`config.mk`:
```
export PLATFORM = sky130hd
export DESIGN_NAME = seg_scan_capture
export DESIGN_NICKNAME = d
export VERILOG_FILES = /design/src/rtl/seg_scan_capture.sv
export SDC_FILE = /design/constraint.sdc
export NUM_CORES = 1
export LEC_CHECK = 0
export ABC_AREA = 1
export BUFFER_PORTS_ARGS = -buffer_cell sky130_fd_sc_hd__buf_2
export CORE_ASPECT_RATIO = 0.7
export CORE_UTILIZATION = 45
export DETAILED_ROUTE_END_ITERATION = 10
export PLACE_DENSITY_LB_ADDON = 0.15
export SETUP_SLACK_MARGIN = 0.4
export SLEW_MARGIN = 20
export SYNTH_ARGS = -nofsm -noshare
export SYNTH_HDL_FRONTEND = slang
export SYNTH_SLANG_ARGS = --single-unit
```
`constraint.sdc`:
```
create_clock -name clk -period 3.2 [get_ports clk]
set_clock_uncertainty 0.2 [all_clocks]
set_input_delay 0.48 -clock clk [delete_from_list [all_inputs] [get_ports clk]]
set_output_delay 0.48 -clock clk [all_outputs]
set_load 0.05 [all_outputs]
```
`src/rtl/seg_scan_capture.sv`:
```
// Receive side of the multiplexed 7-segment bus: deglitches each digit dwell,
// decodes the segment pattern to hex and assembles four digits into a frame word.
module seg_scan_capture #(
  parameter int STABLE_CYCLES  = 4,
  parameter int TIMEOUT_CYCLES = 1024
) (
  input  logic        clk,
  input  logic        rst,
  input  logic [5:0]  seg_sel,
  input  logic [6:0]  seg_data,
  output logic [15:0] digit_data,
  output logic        frame_valid,
  output logic        frame_changed,
  output logic        err_pattern,
  output logic        err_select,
  output logic        link_lost
);

  localparam int SC_W = $clog2(STABLE_CYCLES + 1);
  localparam int TO_W = $clog2(TIMEOUT_CYCLES + 1);
  localparam logic [SC_W-1:0] SC_MAX = SC_W'(STABLE_CYCLES);
  localparam logic [SC_W-1:0] SC_HIT = SC_W'(STABLE_CYCLES - 1);
  localparam logic [TO_W-1:0] TO_MAX = TO_W'(TIMEOUT_CYCLES);
  localparam logic [TO_W-1:0] TO_HIT = TO_W'(TIMEOUT_CYCLES - 1);

  typedef enum logic [1:0] {IDLE, WAIT_STABLE, CAPTURED} state_t;

  // Returns {valid, value}; active-low segments {g,f,e,d,c,b,a}.
  function automatic logic [4:0] decode_seg(input logic [6:0] pat);
    case (pat)
      7'h40: return 5'h10;
      7'h79: return 5'h11;
      7'h24: return 5'h12;
      7'h30: return 5'h13;
      7'h19: return 5'h14;
      7'h12: return 5'h15;
      7'h02: return 5'h16;
      7'h78: return 5'h17;
      7'h00: return 5'h18;
      7'h10: return 5'h19;
      7'h08: return 5'h1A;
      7'h03: return 5'h1B;
      7'h46: return 5'h1C;
      7'h21: return 5'h1D;
      7'h06: return 5'h1E;
      7'h0E: return 5'h1F;
      default: return 5'h00;
    endcase
  endfunction

  // Returns {legal, digit index}; only a single low bit in [3:0] with [5:4] high is legal.
  function automatic logic [2:0] decode_sel(input logic [5:0] sel);
    case (sel)
      6'h3E: return 3'b100;
      6'h3D: return 3'b101;
      6'h3B: return 3'b110;
      6'h37: return 3'b111;
      default: return 3'b000;
    endcase
  endfunction

  logic [12:0]     s_reg_p0, s_prev_p1;
  logic [SC_W-1:0] stab_cnt;
  logic [TO_W-1:0] to_cnt;
  state_t          state, state_nxt;
  logic [3:0]      mask, mask_set;
  logic [15:0]     slots, slots_nxt;
  logic [2:0]      sel_dec;
  logic [4:0]      seg_dec;
  logic            same, blank, capture;
  logic            cap_ok, cap_badpat, cap_badsel, frame_done, timeout_hit;

  assign same    = (s_reg_p0 == s_prev_p1);
  assign blank   = (s_reg_p0[12:7] == 6'h3F);
  assign sel_dec = decode_sel(s_reg_p0[12:7]);
  assign seg_dec = decode_seg(s_reg_p0[6:0]);

  // A capture needs STABLE_CYCLES matching pairs, i.e. STABLE_CYCLES+1 identical samples.
  always_comb begin
    state_nxt = state;
    capture   = 1'b0;
    case (state)
      IDLE: if (!blank) state_nxt = WAIT_STABLE;
      WAIT_STABLE: begin
        if (blank) begin
          state_nxt = IDLE;
        end else if (same && stab_cnt == SC_HIT) begin
          capture   = 1'b1;
          state_nxt = CAPTURED;
        end
      end
      CAPTURED: if (!same) state_nxt = blank ? IDLE : WAIT_STABLE;
      default: state_nxt = IDLE;
    endcase
  end

  always_comb begin
    cap_ok     = capture && sel_dec[2] && seg_dec[4];
    cap_badpat = capture && sel_dec[2] && !seg_dec[4];
    cap_badsel = capture && !sel_dec[2];
    slots_nxt  = slots;
    mask_set   = mask;
    if (cap_ok) begin
      slots_nxt[{sel_dec[1:0], 2'b00} +: 4] = seg_dec[3:0];
      mask_set = mask | (4'b0001 << sel_dec[1:0]);
    end
    frame_done  = cap_ok && (mask_set == 4'hF);
    timeout_hit = !cap_ok && (to_cnt == TO_HIT);
  end

  // Stage p0: bus sample; stage p1: previous sample plus capture bookkeeping.
  always_ff @(posedge clk or posedge rst) begin
    if (rst) begin
      s_reg_p0      <= '1;
      s_prev_p1     <= '1;
      stab_cnt      <= '0;
      to_cnt        <= '0;
      state         <= IDLE;
      mask          <= '0;
      digit_data    <= '0;
      frame_valid   <= 1'b0;
      frame_changed <= 1'b0;
      err_pattern   <= 1'b0;
      err_select    <= 1'b0;
      link_lost     <= 1'b0;
    end else begin
      s_reg_p0      <= {seg_sel, seg_data};
      s_prev_p1     <= s_reg_p0;
      state         <= state_nxt;
      err_pattern   <= cap_badpat;
      err_select    <= cap_badsel;
      frame_valid   <= frame_done;
      frame_changed <= frame_done && (slots_nxt != digit_data);
      if (!same)
        stab_cnt <= '0;
      else if (stab_cnt != SC_MAX)
        stab_cnt <= stab_cnt + SC_W'(1);
      if (cap_ok)
        to_cnt <= '0;
      else if (to_cnt != TO_MAX)
        to_cnt <= to_cnt + TO_W'(1);
      if (frame_done) begin
        mask       <= '0;
        digit_data <= slots_nxt;
        link_lost  <= 1'b0;
      end else if (cap_ok) begin
        mask <= mask_set;
      end else if (timeout_hit) begin
        mask      <= '0;
        link_lost <= 1'b1;
      end
    end
  end

  // Slot contents are only published after all four are rewritten, so no reset.
  always_ff @(posedge clk) begin
    slots <= slots_nxt;
  end

endmodule

```
==> flow_summary.ini <==
[timing]
whs_ps = 18.2
relSlewSlack_pct = 59.1
setup_viol = 0
tightest_slew_ps = 612
min_period_ps = 2800
rsz0062_at_grt = yes
report.final.slew_viol_count = 0
fmax_mhz = 357
hold_violations = 0
fin_tns_setup_ps = 0
final.period_utilization_pct = 87.6

[placement]
hpwl_mm = 6.76
gp_congestion = 0.854
numPortBuffers = 35

[grt]
track_usage_pct = 21.1
antenna_found_initial = 0
first_global_vias = 3697
grt_max_degree = 42
globalRouteOverflowTotal = 0
grt_pass1_wl_mm = 17.0

[cts]
clock_sinks = 83
numCtsBuffers = 9
clock_latency_ps = 350
clk_pin_slew_ps = 60
hold_buffers = 0
cts_tree = done
htree_levels = 3
clk_path_buf_depth = 2
root_buffer = clkbuf_16

[yosys]
synthTopCellsByArea = dfrtp_1 23%, nand2_1 16%, dfstp_2 15%, inv_1 8.6%, dfxtp_1 7.2%
synth_nets = 628
ys.warnings.count = 0
syn_inst = 600
yosysSeqAreaShare_pct = 45.4
ys_ff_latch = 83
syn_area_um2 = 4470
synth_top_area_share_pct = 23.0
yosysTopAreaCell = dfrtp_1
syn_area_per_cell_um2 = 7.44
yosysUniqueCellTypes = 35

[layout]
mostFrequentLayoutCells = 181 x nand2_1, 98 x inv_1, 48 x nor2_1
final.fill_count = 900
multi_input_comb_area_um2 = 2040
final_common_cell = nand2_1
antennaDiodeCount = 0
drive_above_1_share_pct = 20.9
finalNetCount = 679
regArea_um2 = 2030
areaGrowthSynthToFinish_pct = 19.4

[power]
totalPowerFinal_mw = 2.36
p_int_mw = 1.81
seq_power_share_pct = 46.7
power.switching_uw = 541
power_per_cell_area_nw_per_um2 = 442
p_sw_share_pct = 23.0
power_leakage_nw = 2.82
power_frac_clock_pct = 47.0
peakVddDrop_mv = 0.330
combinationalPowerShare_pct = 6.3

[setup_path]
worst-setup-path-type = flop to flop
crit_path_end_kind = flop
cp_data_required_time_ps = 3230
crit_fanout = 6
cp-start-kind = flop
arrival_ps = 2840

[detailed_routing]
post_drt_wl_per_cell_um = 12.5
dr_total_vias = 3840
drt_iter0_drc = 199
via_per_inst = 4.90
drtPass1Iterations = 5
route.detailed.drc = 0
antenna_left = 0
drt_wl_total_mm = 9.78

[die]
ioPinCount = 36
dieArea_um2 = 10300
fp.dieW_um = 121
rows = 30
core_um2 = 9680
die_h_um = 85.4
start_util_pct = 46.1

[run_status]
status = finished, final reports clean

[flow_run]
cap_violations = 0

[min_path]
hp-class = primary input to async pin
-- path summary, 6_finish.rpt --
path                              startpoint       endpoint  slack [ps]  cells after the start
worst min register to register   s_reg_p0[8]   s_prev_p1[8]         190                      0
worst min-delay path                     rst  digit_data[1]          20                      2
worst max register to register  s_reg_p0[11]  frame_changed         400                     17
max in group asynchronous                rst  s_prev_p1[12]        2110                      3
min in group clk                  seg_sel[1]    s_reg_p0[8]          30                      1
worst max-delay path            s_reg_p0[11]  frame_changed         400                     17
-- Yosys cell counts, drive strengths merged --
library cell / instances
a2111oi: 1
o21ai: 28
a21oi: 5
inv: 110
clkinv: 1
xnor2: 3
nand4: 27
o22ai: 1
dfxtp: 16
o21a: 1
or2: 1
clkbuf: 2
dfstp: 26
nor3: 7
nand2: 191
xor2: 6
nand3: 49
nor3b: 1
ha: 13
dfrtp: 41
nor4: 2
buf: 8
nor2: 60
-- repair_timing --
| action | 4_1_cts | 5_1_grt |
|---|---|---|
| setup buffers | 2 | 6 |
| pin swaps | 2 | 13 |
| hold endpoints to repair | 0 | 0 |
| resized for setup | 2 | 26 |
| setup endpoints to repair | 4 | 24 |
| gates cloned | 1 | 0 |
-- per-stage QoR --
step           setup slack, ps  area, um^2  util, %  instances
2_1_floorplan              412        4490        -        600
3_3_place_gp               362        4810     49.7        759
3_5_place_dp               317        4810     49.7        759
4_1_cts                    357        5180     53.5        778
5_1_grt                    191        5330     55.1        784
6_report                   398        5330     55.1        784
-- cell type report --
cell class / count / area share [%]
repair buffers: 49 / 6.66
inverters: 111 / 8.02
clock inverters: 6 / 1.69
well taps: 128 / 3.00
flip-flops and latches: 83 / 38.1
clock buffers: 10 / 4.29
multi-input cells: 397 / 38.3
-- routing by layer --
| layer | track usage [%] | share of wire [%] | up-vias |
|---|---|---|---|
| met5 | 0 | 0 | - |
| met4 | 7.52 | 1.6 | 0 |
| met3 | 5.51 | 5.3 | 16 |
| met2 | 32.9 | 45 | 92 |
| met1 | 28.2 | 49 | 1760 |
| li1 | - | - | 1972 |
-- logic make-up after synthesis --
logic type | share of synthesized area [%]
adders and majority gates | 3.64
buffers and inverters | 11.1
DFF | 45.4
and+or+nand+nor | 33.7
xor gates and xnor gates | 1.76
AOI/OAI and AO/OA | 4.29
-- power by group through the flow --
stage	Sequential [mW]	Clock, mW	Combinational (mW)
2_1_floorplan	1.11	0	0.0962
3_5_place_dp	1.12	0	0.133
3_3_place_gp	1.12	0	0.131
6_report	1.10	1.11	0.148
4_1_cts	1.10	1.14	0.137
5_1_grt	1.10	1.18	0.167
-- worst max-delay path, cell delays in order (launching register included) --
cell and delay, ps:
dfstp_2 580, nand2_4 80, nor2_4 110, nand3_1 90, nand2_2 110, inv_4 60, ha_4 310, clkinvlp_4 160
nor2_4 160, nand3_1 90, nand4_1 150, nand3_1 100, nand2_1 70, nand2_1 50, nor2_1 100, nand2_1 120
nor2_1 110, nor2_1 50
-- registers in the layout (all words and copies together) (netlist names) --
| name | flops |
|---|---|
| stab_cnt | 3 |
| err_pattern | 1 |
| slots | 16 |
| frame_changed | 1 |
| to_cnt | 11 |
| err_select | 1 |
| s_reg_p0 | 13 |
| mask | 4 |
| frame_valid | 1 |
| s_prev_p1 | 13 |
| link_lost | 1 |
| digit_data | 16 |
| state | 2 |
Power figures use the tool's default switching activity.
